### src/rtl/touch_ui_pkg.sv
// Shared types and default geometry for the touch-panel UI decoder.
// Holds the FSM state enum, the slider/button target encoding and the LCD overlay layout.
package touch_ui_pkg;

    typedef enum logic [1:0] {
        IDLE = 2'd0,
        LOAD = 2'd1,
        DIV  = 2'd2,
        WR   = 2'd3
    } state_t;

    // A target is either a slider or a button plus its index; both flags clear means NONE.
    localparam int IDX_W = 7;
    typedef struct packed {
        logic             is_sld;
        logic             is_btn;
        logic [IDX_W-1:0] idx;
    } tgt_t;

    localparam tgt_t TGT_NONE = '0;

    localparam int DEF_N_SLD   = 6;
    localparam int DEF_N_BTN   = 1;
    localparam int DEF_COORD_W = 16;
    localparam int DEF_VAL_W   = 8;

    localparam logic [DEF_N_SLD*DEF_COORD_W-1:0] DEF_SLD_X =
        {16'h311, 16'h311, 16'h2C7, 16'h2C7, 16'h293, 16'h293};
    localparam logic [DEF_N_SLD*DEF_COORD_W-1:0] DEF_SLD_TOP =
        {16'h109, 16'h027, 16'h109, 16'h027, 16'h109, 16'h027};
    localparam logic [DEF_N_SLD*DEF_COORD_W-1:0] DEF_SLD_BOT =
        {16'h1C8, 16'h0D8, 16'h1C8, 16'h0D8, 16'h1C8, 16'h0D8};
    localparam logic [DEF_N_SLD*DEF_VAL_W-1:0] DEF_SLD_RST =
        {8'h80, 8'hFF, 8'h80, 8'hFF, 8'h00, 8'hFF};
    localparam logic [DEF_N_BTN*DEF_COORD_W-1:0] DEF_BTN_X = 16'h053;
    localparam logic [DEF_N_BTN*DEF_COORD_W-1:0] DEF_BTN_Y = 16'h1C3;

    localparam int DEF_SLD_TOL = 10;
    localparam int DEF_BTN_TOL = 30;
    localparam int DEF_DEB_N   = 3;

endpackage

### src/rtl/touch_div_seq.sv
// Sequential restoring divider: one quotient bit per cycle, NUM_W cycles after start.
// done pulses for one cycle when quot holds the final result.
module touch_div_seq #(
    parameter int NUM_W = 24,
    parameter int DEN_W = 16,
    parameter int Q_W   = 8
) (
    input  logic             clk,
    input  logic             rst,
    input  logic             start,
    input  logic [NUM_W-1:0] num,
    input  logic [DEN_W-1:0] den,
    output logic             done,
    output logic [Q_W-1:0]   quot
);
    localparam int CNT_W = $clog2(NUM_W + 1);

    logic [DEN_W-1:0] rem_q, rem_d;
    logic [NUM_W-1:0] quo_q, quo_d;
    logic [DEN_W-1:0] den_q, den_d;
    logic [CNT_W-1:0] cnt_q, cnt_d;
    logic             run_q, run_d;
    logic             done_q, done_d;
    logic [DEN_W:0]   trial;

    // quo_q shifts numerator bits out of the top while quotient bits enter at the bottom.
    assign trial = {rem_q, quo_q[NUM_W-1]};

    always_comb begin
        // NOTE: every comb output gets a default first so no latch can be inferred.
        rem_d  = rem_q;
        quo_d  = quo_q;
        den_d  = den_q;
        cnt_d  = cnt_q;
        run_d  = run_q;
        done_d = 1'b0;
        if (start) begin
            rem_d = '0;
            quo_d = num;
            den_d = den;
            cnt_d = CNT_W'(NUM_W);
            run_d = 1'b1;
        end else if (run_q) begin
            if (trial >= {1'b0, den_q}) begin
                rem_d = DEN_W'(trial - {1'b0, den_q});
                quo_d = {quo_q[NUM_W-2:0], 1'b1};
            end else begin
                rem_d = trial[DEN_W-1:0];
                quo_d = {quo_q[NUM_W-2:0], 1'b0};
            end
            cnt_d = cnt_q - 1'b1;
            if (cnt_q == CNT_W'(1)) begin
                run_d  = 1'b0;
                done_d = 1'b1;
            end
        end
    end

    // NOTE: sequential state uses non-blocking assignments only, so all flops update together.
    always_ff @(posedge clk or posedge rst) begin
        if (rst) begin
            rem_q  <= '0;
            quo_q  <= '0;
            den_q  <= '0;
            cnt_q  <= '0;
            run_q  <= 1'b0;
            done_q <= 1'b0;
        end else begin
            rem_q  <= rem_d;
            quo_q  <= quo_d;
            den_q  <= den_d;
            cnt_q  <= cnt_d;
            run_q  <= run_d;
            done_q <= done_d;
        end
    end

    assign done = done_q;
    assign quot = quo_q[Q_W-1:0];

endmodule

### src/rtl/touch_slider_ctrl.sv
// Touch-panel UI decoder: hit test, debounce, button pulses and slider value conversion.
// Define TOUCH_SLIDER_FILT_EN to average each new slider value with the old one.
module touch_slider_ctrl
    import touch_ui_pkg::*;
#(
    parameter int N_SLD   = DEF_N_SLD,
    parameter int N_BTN   = DEF_N_BTN,
    parameter int COORD_W = DEF_COORD_W,
    parameter int VAL_W   = DEF_VAL_W,
    parameter logic [N_SLD*COORD_W-1:0] SLD_X   = DEF_SLD_X,
    parameter logic [N_SLD*COORD_W-1:0] SLD_TOP = DEF_SLD_TOP,
    parameter logic [N_SLD*COORD_W-1:0] SLD_BOT = DEF_SLD_BOT,
    parameter logic [N_SLD*VAL_W-1:0]   SLD_RST = DEF_SLD_RST,
    parameter int SLD_TOL = DEF_SLD_TOL,
    parameter logic [N_BTN*COORD_W-1:0] BTN_X   = DEF_BTN_X,
    parameter logic [N_BTN*COORD_W-1:0] BTN_Y   = DEF_BTN_Y,
    parameter int BTN_TOL = DEF_BTN_TOL,
    parameter int DEB_N   = DEF_DEB_N
) (
    input  logic                     clk,
    input  logic                     rst,
    input  logic                     touch_valid,
    input  logic                     touch_release,
    input  logic [COORD_W-1:0]       touch_x,
    input  logic [COORD_W-1:0]       touch_y,
    output logic [N_SLD*VAL_W-1:0]   sld_val,
    output logic [N_SLD-1:0]         sld_upd,
    output logic [N_BTN-1:0]         btn_pulse,
    output logic                     busy
);
    localparam int NUM_W = COORD_W + VAL_W;
    localparam int CNT_W = $clog2(DEB_N + 1);
    localparam logic [CNT_W-1:0]   DEB_MAX   = CNT_W'(DEB_N);
    localparam logic [NUM_W-1:0]   FS        = NUM_W'((1 << VAL_W) - 1);
    localparam logic [COORD_W-1:0] SLD_TOL_C = COORD_W'(SLD_TOL);
    localparam logic [COORD_W-1:0] BTN_TOL_C = COORD_W'(BTN_TOL);

    function automatic logic [COORD_W-1:0] abs_diff(input logic [COORD_W-1:0] a,
                                                     input logic [COORD_W-1:0] b);
        return (a >= b) ? a - b : b - a;
    endfunction

    logic                 hit_vld_q, hit_vld_d;
    tgt_t                 hit_tgt_q, hit_tgt_d;
    logic [COORD_W-1:0]   hit_y_q, hit_y_d;
    tgt_t                 prev_q, prev_d;
    logic [CNT_W-1:0]     cnt_q, cnt_d;
    logic [N_BTN-1:0]     btn_q, btn_d;
    logic                 launch;
    state_t               state_q, state_d;
    logic [IDX_W-1:0]     sel_q, sel_d;
    logic [COORD_W-1:0]   y_q, y_d;
    logic [N_SLD*VAL_W-1:0] val_q, val_d;
    logic [N_SLD-1:0]     upd_q, upd_d;
    logic [COORD_W-1:0]   bot_sel, top_sel;
    logic [NUM_W-1:0]     div_num;
    logic [COORD_W-1:0]   div_den;
    logic                 div_start, div_done;
    logic [VAL_W-1:0]     div_quot;
    logic                 wr_en;
    logic [VAL_W-1:0]     wr_val;
`ifdef TOUCH_SLIDER_FILT_EN
    logic                 filt_pend_q, filt_pend_d;
    logic [VAL_W-1:0]     filt_val_q, filt_val_d;
    logic [VAL_W-1:0]     old_sel;
`endif

    // Hit test: sliders before buttons, lowest index first.
    always_comb begin
        hit_tgt_d = TGT_NONE;
        for (int j = N_BTN - 1; j >= 0; j--) begin
            if (abs_diff(touch_x, BTN_X[j*COORD_W +: COORD_W]) < BTN_TOL_C &&
                abs_diff(touch_y, BTN_Y[j*COORD_W +: COORD_W]) < BTN_TOL_C) begin
                hit_tgt_d = '{is_sld: 1'b0, is_btn: 1'b1, idx: IDX_W'(j)};
            end
        end
        for (int i = N_SLD - 1; i >= 0; i--) begin
            if (abs_diff(touch_x, SLD_X[i*COORD_W +: COORD_W]) < SLD_TOL_C &&
                touch_y > SLD_TOP[i*COORD_W +: COORD_W] &&
                touch_y < SLD_BOT[i*COORD_W +: COORD_W]) begin
                hit_tgt_d = '{is_sld: 1'b1, is_btn: 1'b0, idx: IDX_W'(i)};
            end
        end
        hit_vld_d = touch_valid & ~touch_release;
        if (!hit_vld_d) hit_tgt_d = hit_tgt_q;
        hit_y_d = hit_vld_d ? touch_y : hit_y_q;
    end

    // Debounce and qualification; a release also kills a sample still in the hit stage.
    always_comb begin
        cnt_d  = cnt_q;
        prev_d = prev_q;
        btn_d  = '0;
        launch = 1'b0;
        if (touch_release) begin
            cnt_d  = '0;
            prev_d = TGT_NONE;
        end else if (hit_vld_q) begin
            if (hit_tgt_q == TGT_NONE) begin
                cnt_d  = '0;
                prev_d = TGT_NONE;
            end else if (hit_tgt_q == prev_q) begin
                if (cnt_q < DEB_MAX) cnt_d = cnt_q + 1'b1;
            end else begin
                cnt_d  = CNT_W'(1);
                prev_d = hit_tgt_q;
            end
            if (cnt_d == DEB_MAX) begin
                if (hit_tgt_q.is_btn && !(hit_tgt_q == prev_q && cnt_q == DEB_MAX)) begin
                    for (int j = 0; j < N_BTN; j++)
                        if (hit_tgt_q.idx == IDX_W'(j)) btn_d[j] = 1'b1;
                end
                if (hit_tgt_q.is_sld && state_q == IDLE) launch = 1'b1;
            end
        end
    end

    always_comb begin
        bot_sel = '0;
        top_sel = '0;
        for (int i = 0; i < N_SLD; i++) begin
            if (sel_q == IDX_W'(i)) begin
                bot_sel = SLD_BOT[i*COORD_W +: COORD_W];
                top_sel = SLD_TOP[i*COORD_W +: COORD_W];
            end
        end
        div_num = NUM_W'(bot_sel - y_q) * FS;
        div_den = bot_sel - top_sel;
    end

`ifdef TOUCH_SLIDER_FILT_EN
    always_comb begin
        old_sel = '0;
        for (int i = 0; i < N_SLD; i++)
            if (sel_q == IDX_W'(i)) old_sel = val_q[i*VAL_W +: VAL_W];
    end
`endif

    always_comb begin
        state_d   = state_q;
        sel_d     = sel_q;
        y_d       = y_q;
        div_start = 1'b0;
        wr_en     = 1'b0;
        wr_val    = div_quot;
`ifdef TOUCH_SLIDER_FILT_EN
        filt_pend_d = filt_pend_q;
        filt_val_d  = filt_val_q;
`endif
        case (state_q)
            IDLE: if (launch) begin
                state_d = LOAD;
                sel_d   = hit_tgt_q.idx;
                y_d     = hit_y_q;
            end
            LOAD: begin
                div_start = 1'b1;
                state_d   = DIV;
            end
            DIV: begin
`ifdef TOUCH_SLIDER_FILT_EN
                if (filt_pend_q) begin
                    wr_en       = 1'b1;
                    wr_val      = filt_val_q;
                    filt_pend_d = 1'b0;
                    state_d     = WR;
                end else if (div_done) begin
                    filt_pend_d = 1'b1;
                    filt_val_d  = VAL_W'(({1'b0, old_sel} + {1'b0, div_quot} + 1'b1) >> 1);
                end
`else
                if (div_done) begin
                    wr_en   = 1'b1;
                    state_d = WR;
                end
`endif
            end
            default: state_d = IDLE;
        endcase

        val_d = val_q;
        upd_d = '0;
        for (int i = 0; i < N_SLD; i++) begin
            if (wr_en && sel_q == IDX_W'(i)) begin
                val_d[i*VAL_W +: VAL_W] = wr_val;
                upd_d[i]                = 1'b1;
            end
        end
    end

    touch_div_seq #(
        .NUM_W (NUM_W),
        .DEN_W (COORD_W),
        .Q_W   (VAL_W)
    ) u_div (
        .clk   (clk),
        .rst   (rst),
        .start (div_start),
        .num   (div_num),
        .den   (div_den),
        .done  (div_done),
        .quot  (div_quot)
    );

    always_ff @(posedge clk or posedge rst) begin
        if (rst) begin
            hit_vld_q <= 1'b0;
            hit_tgt_q <= TGT_NONE;
            hit_y_q   <= '0;
            prev_q    <= TGT_NONE;
            cnt_q     <= '0;
            btn_q     <= '0;
            state_q   <= IDLE;
            sel_q     <= '0;
            y_q       <= '0;
            val_q     <= SLD_RST;
            upd_q     <= '0;
`ifdef TOUCH_SLIDER_FILT_EN
            filt_pend_q <= 1'b0;
            filt_val_q  <= '0;
`endif
        end else begin
            hit_vld_q <= hit_vld_d;
            hit_tgt_q <= hit_tgt_d;
            hit_y_q   <= hit_y_d;
            prev_q    <= prev_d;
            cnt_q     <= cnt_d;
            btn_q     <= btn_d;
            state_q   <= state_d;
            sel_q     <= sel_d;
            y_q       <= y_d;
            val_q     <= val_d;
            upd_q     <= upd_d;
`ifdef TOUCH_SLIDER_FILT_EN
            filt_pend_q <= filt_pend_d;
            filt_val_q  <= filt_val_d;
`endif
        end
    end

    assign sld_val   = val_q;
    assign sld_upd   = upd_q;
    assign btn_pulse = btn_q;
    assign busy      = (state_q != IDLE);

endmodule

### config.mk
export PLATFORM = sky130hd
export DESIGN_NAME = touch_slider_ctrl
export DESIGN_NICKNAME = d
export VERILOG_FILES = /design/src/rtl/touch_ui_pkg.sv /design/src/rtl/touch_div_seq.sv /design/src/rtl/touch_slider_ctrl.sv
export SDC_FILE = /design/constraint.sdc
export NUM_CORES = 1
export LEC_CHECK = 0
export ABC_CLOCK_PERIOD_IN_PS = 8900
export BUFFER_PORTS_ARGS = -buffer_cell sky130_fd_sc_hd__buf_2
export CAP_MARGIN = 40
export CORE_MARGIN = 8
export CORE_UTILIZATION = 40
export CTS_BUF_LIST = sky130_fd_sc_hd__clkbuf_16
export DETAILED_ROUTE_END_ITERATION = 6
export HOLD_SLACK_MARGIN = 0.08
export PLACE_DENSITY = 0.53
export REMOVE_ABC_BUFFERS = 1
export SYNTH_ARGS = -nofsm -noshare
export SYNTH_HDL_FRONTEND = slang
export SYNTH_SLANG_ARGS = --single-unit
### constraint.sdc
create_clock -name clk -period 8.9 [get_ports clk]
set_clock_uncertainty 0.1 [all_clocks]
set_input_delay 0.89 -clock clk [delete_from_list [all_inputs] [get_ports clk]]
set_output_delay 0.89 -clock clk [all_outputs]
set_load 0.005 [all_outputs]
==> impl_metrics.csv <==
group,metric,value,unit
synth,synth_edf_count,0,
layout,syn_to_final_growth,10.7,%
setup_path,crit_path_frequent_cell,"inv_1",
pwr,max-vdd-ir-drop,0.110,mV
synth,synthCells,1571,
setup_path,path_class,"register to register",
setup_path,cp.arrival,8030,ps
setup_path,cpMaxStageDelayCell,"fa_1",
synth,synthFlopType,"dfrtp_1",
clock_tree,cts_buffers,17,
global_routing,grt_pass1_wl,56.1,mm
setup_path,start_kind,"register",
clock_tree,clock_sinks,167,
die,dieArea,40900,um^2
timing,clock.fmax,129,MHz
timing,slew_headroom,40.8,%
global_routing,antenna_found_initial,0,
timing,period_minus_slack,7780,ps
setup_path,critPathTopFamily,"adder cells",
timing,worst_pin_slew,883,ps
synth,synthArstFlopShare,100,%
clock_tree,postCtsSetupBuffers,0,
setup_path,end_kind,"register",
timing,rsz0062_at_grt,"no",
timing,hold_viol_final,0,
die,rows,68,
setup_path,cp_num_buf_inv,5,
layout,drive_gt1_share,14.1,%
die,start_util,40.4,%
clock_tree,clk_latency,440,ps
setup_path,reg2reg_depth,27,
layout,nNetsFinal,1829,
clock_tree,clk_path_buf_depth,2,
die,die_h,202,um
placed_design,io_buffers,91,
clock_tree,cts_hold_buf,0,
timing,setup_viol,0,
placed_design,dp.cells,2068,
status,status,"finished clean",
job,max_cap_violations,0,
die,io_pins,92,
setup_path,critPathRequiredTime,9150,ps
clock_tree,clkTransAtPathRegs,70,ps
pwr,p_leak,7.42,nW
hold_path,hp-class,"input pin to async pin",
synth,postSynthAreaPerCell,8.84,um^2
die,core_area,34400,um^2
clock_tree,cts-root-buf,"clkbuf_16",
placed_design,place.gp.congestion,0.902,
detailed_routing,viasPerCell,5.16,
detailed_routing,route.detailed.drc,0,
layout,final_cell_mix,"203 x inv_1, 195 x nand2_1, 140 x dfrtp_1",
clock_tree,cts.repair.resized,0,
synth,ys_warn_count,0,
synth,ys_ff_latch,167,
synth,syn_area,13900,um^2
global_routing,overflow,0,
detailed_routing,routedWlPerCell,15.6,um
detailed_routing,wl,32.8,mm
detailed_routing,ant_nets,0,
setup_path,regToRegStartpoint,"sel_q[2]",
setup_path,crit_path_start,"sel_q[2]",
detailed_routing,drtPass1Iterations,5,
setup_path,path_max_fanout,10,
timing,post-route-period-util,87.4,%
global_routing,track_usage,16.4,%
clock_tree,htree_levels,4,
clock_tree,tritoncts,"yes",
synth,synth_seq_area_share,30.3,%
global_routing,grt_max_degree,82,
setup_path,cp.depth,27,
global_routing,grt_pass1_vias,10900,
layout,final_cells,2100,
placed_design,hpwl,25.3,mm
pwr,power.density,108,nW/um^2
layout,antenna_cells,0,
setup_path,slowest_delay,590,ps
detailed_routing,drtIter0Drc,472,
timing,drv_slew,0,
layout,final_common_cell,"inv_1",
detailed_routing,vias,10800,
timing,setup-tns-final,0,ps
synth,synth.distinct_cells,83,
die,die_x,202,um
[logic make-up (layout without fill, tap and decap cells)]
group                    Yosys count  in the layout  synth area share, %
adder cells (fa/ha/maj)          162            162                 18.3
flip-flops                       167            167                 30.3
multiplexers                      88             88                 6.79
AND/OR/NAND/NOR                  469            469                 16.1
XOR/XNOR                         102            102                 6.43
AO/OA/AOI/OAI                    315            315                 14.6
buffers and inverters            268            342                 7.49
[where the power goes]
part	internal (mW)	total [mW]	switching [mW]
clock network	0.417	0.743	0.327
logic	0.0472	0.142	0.0944
registers	0.769	0.774	0.00547
total	1.23	1.66	0.427
[Yosys cell counts (8+ instances only)]
cell type	instances	share of area, %
or3_1	17	0.77
fa_1	68	9.8
ha_1	93	8.4
and3_1	9	0.41
nand2_1	195	5.3
buf_1	8	0.22
a21oi_1	71	2.6
nor2_1	76	2.1
clkbuf_1	45	1.2
nor2b_1	17	0.77
dfrtp_1	141	25
nand4_1	10	0.45
nor4_1	11	0.50
xnor2_1	66	4.2
xor2_1	36	2.3
mux2_2	45	3.6
a21o_1	21	1.1
o211ai_1	9	0.49
nor3_1	46	1.7
nand3_1	34	1.2
inv_1	201	5.4
a31oi_1	11	0.50
o21ai_0	98	3.5
dfstp_2	26	4.9
nand2b_1	19	0.86
mux2i_1	42	3.0
a211oi_1	31	1.7
[metrics by stage]
stage               setup WS (ps)  instance area [um^2]  total power, mW  hold WS [ps]  util, %
floorplan                    1930                 13600            0.873           340        -
global route                  515                 15400             1.73           270     44.7
CTS                          1110                 15400             1.69           250     44.7
global placement             1220                 14700            0.926           346     42.9
detailed placement           1140                 14800            0.930           349     43.1
finish                       1120                 15400             1.66           270     44.7
[path summary, 6_finish.rpt]
| kind | end | slack, ps |
|---|---|---|
| min | sld_upd[0] | 270 |
| min in group clk | sld_val[21] | 360 |
| max in group asynchronous | y_q[10] | 7530 |
| max | u_div.quo_q[22] | 1120 |
| min reg2reg | sld_val[21] | 360 |
| max reg2reg | u_div.quo_q[22] | 1120 |
[cell type report]
cell class / instances / area [um^2]
Clock inverter: 15 / 150
Multi-Input combinational cell: 1136 / 8640
Clock buffer: 17 / 425
Timing Repair Buffer: 105 / 598
Fill cell: 3467 / 19000
Tap cell: 455 / 569
Sequential cell: 167 / 4210
Inverter: 205 / 774
[sequential cells by signal, summed over array words and instances (netlist names)]
| name | count |
|---|---|
| u_div.cnt_q | 5 |
| cnt_q | 2 |
| prev_q | 5 |
| y_q | 16 |
| u_div.quo_q | 24 |
| hit_tgt_q | 5 |
| sld_val | 48 |
| u_div.run_q | 1 |
| btn_pulse | 1 |
| u_div.den_q | 15 |
| u_div.done | 1 |
| hit_vld_q | 1 |
| state_q | 2 |
| sld_upd | 6 |
| sel_q | 3 |
| hit_y_q | 16 |
| u_div.rem_q | 16 |
[worst register-to-register path, cell delays in order, from the launching register on]
cell and delay, ps:
dfrtp_1 460, and2_1 420, inv_1 270, ha_1 410, nor4b_1 340, o221ai_1 240, o21ai_0 400, nand2_1 170
or3_1 350, xor2_1 290, inv_1 130, fa_1 590, inv_1 70, fa_1 490, fa_1 490, inv_1 50
fa_1 520, inv_1 40, ha_1 360, a21o_1 200, a21o_1 170, a21o_1 170, a21oi_1 130, nor2b_1 60
a311oi_1 370, o21ba_2 200, nor2_1 50, a211oi_1 160
[layer usage]
layer  wire [um]  GRT usage [%]  vias up
li1            -              -     5455
met1       15800           22.3     5171
met2       15400           26.7      183
met3        1080           2.59       28
met4         527           4.66        0
met5           0              0        -
No activity file was read; power rests on OpenSTA's default activity.
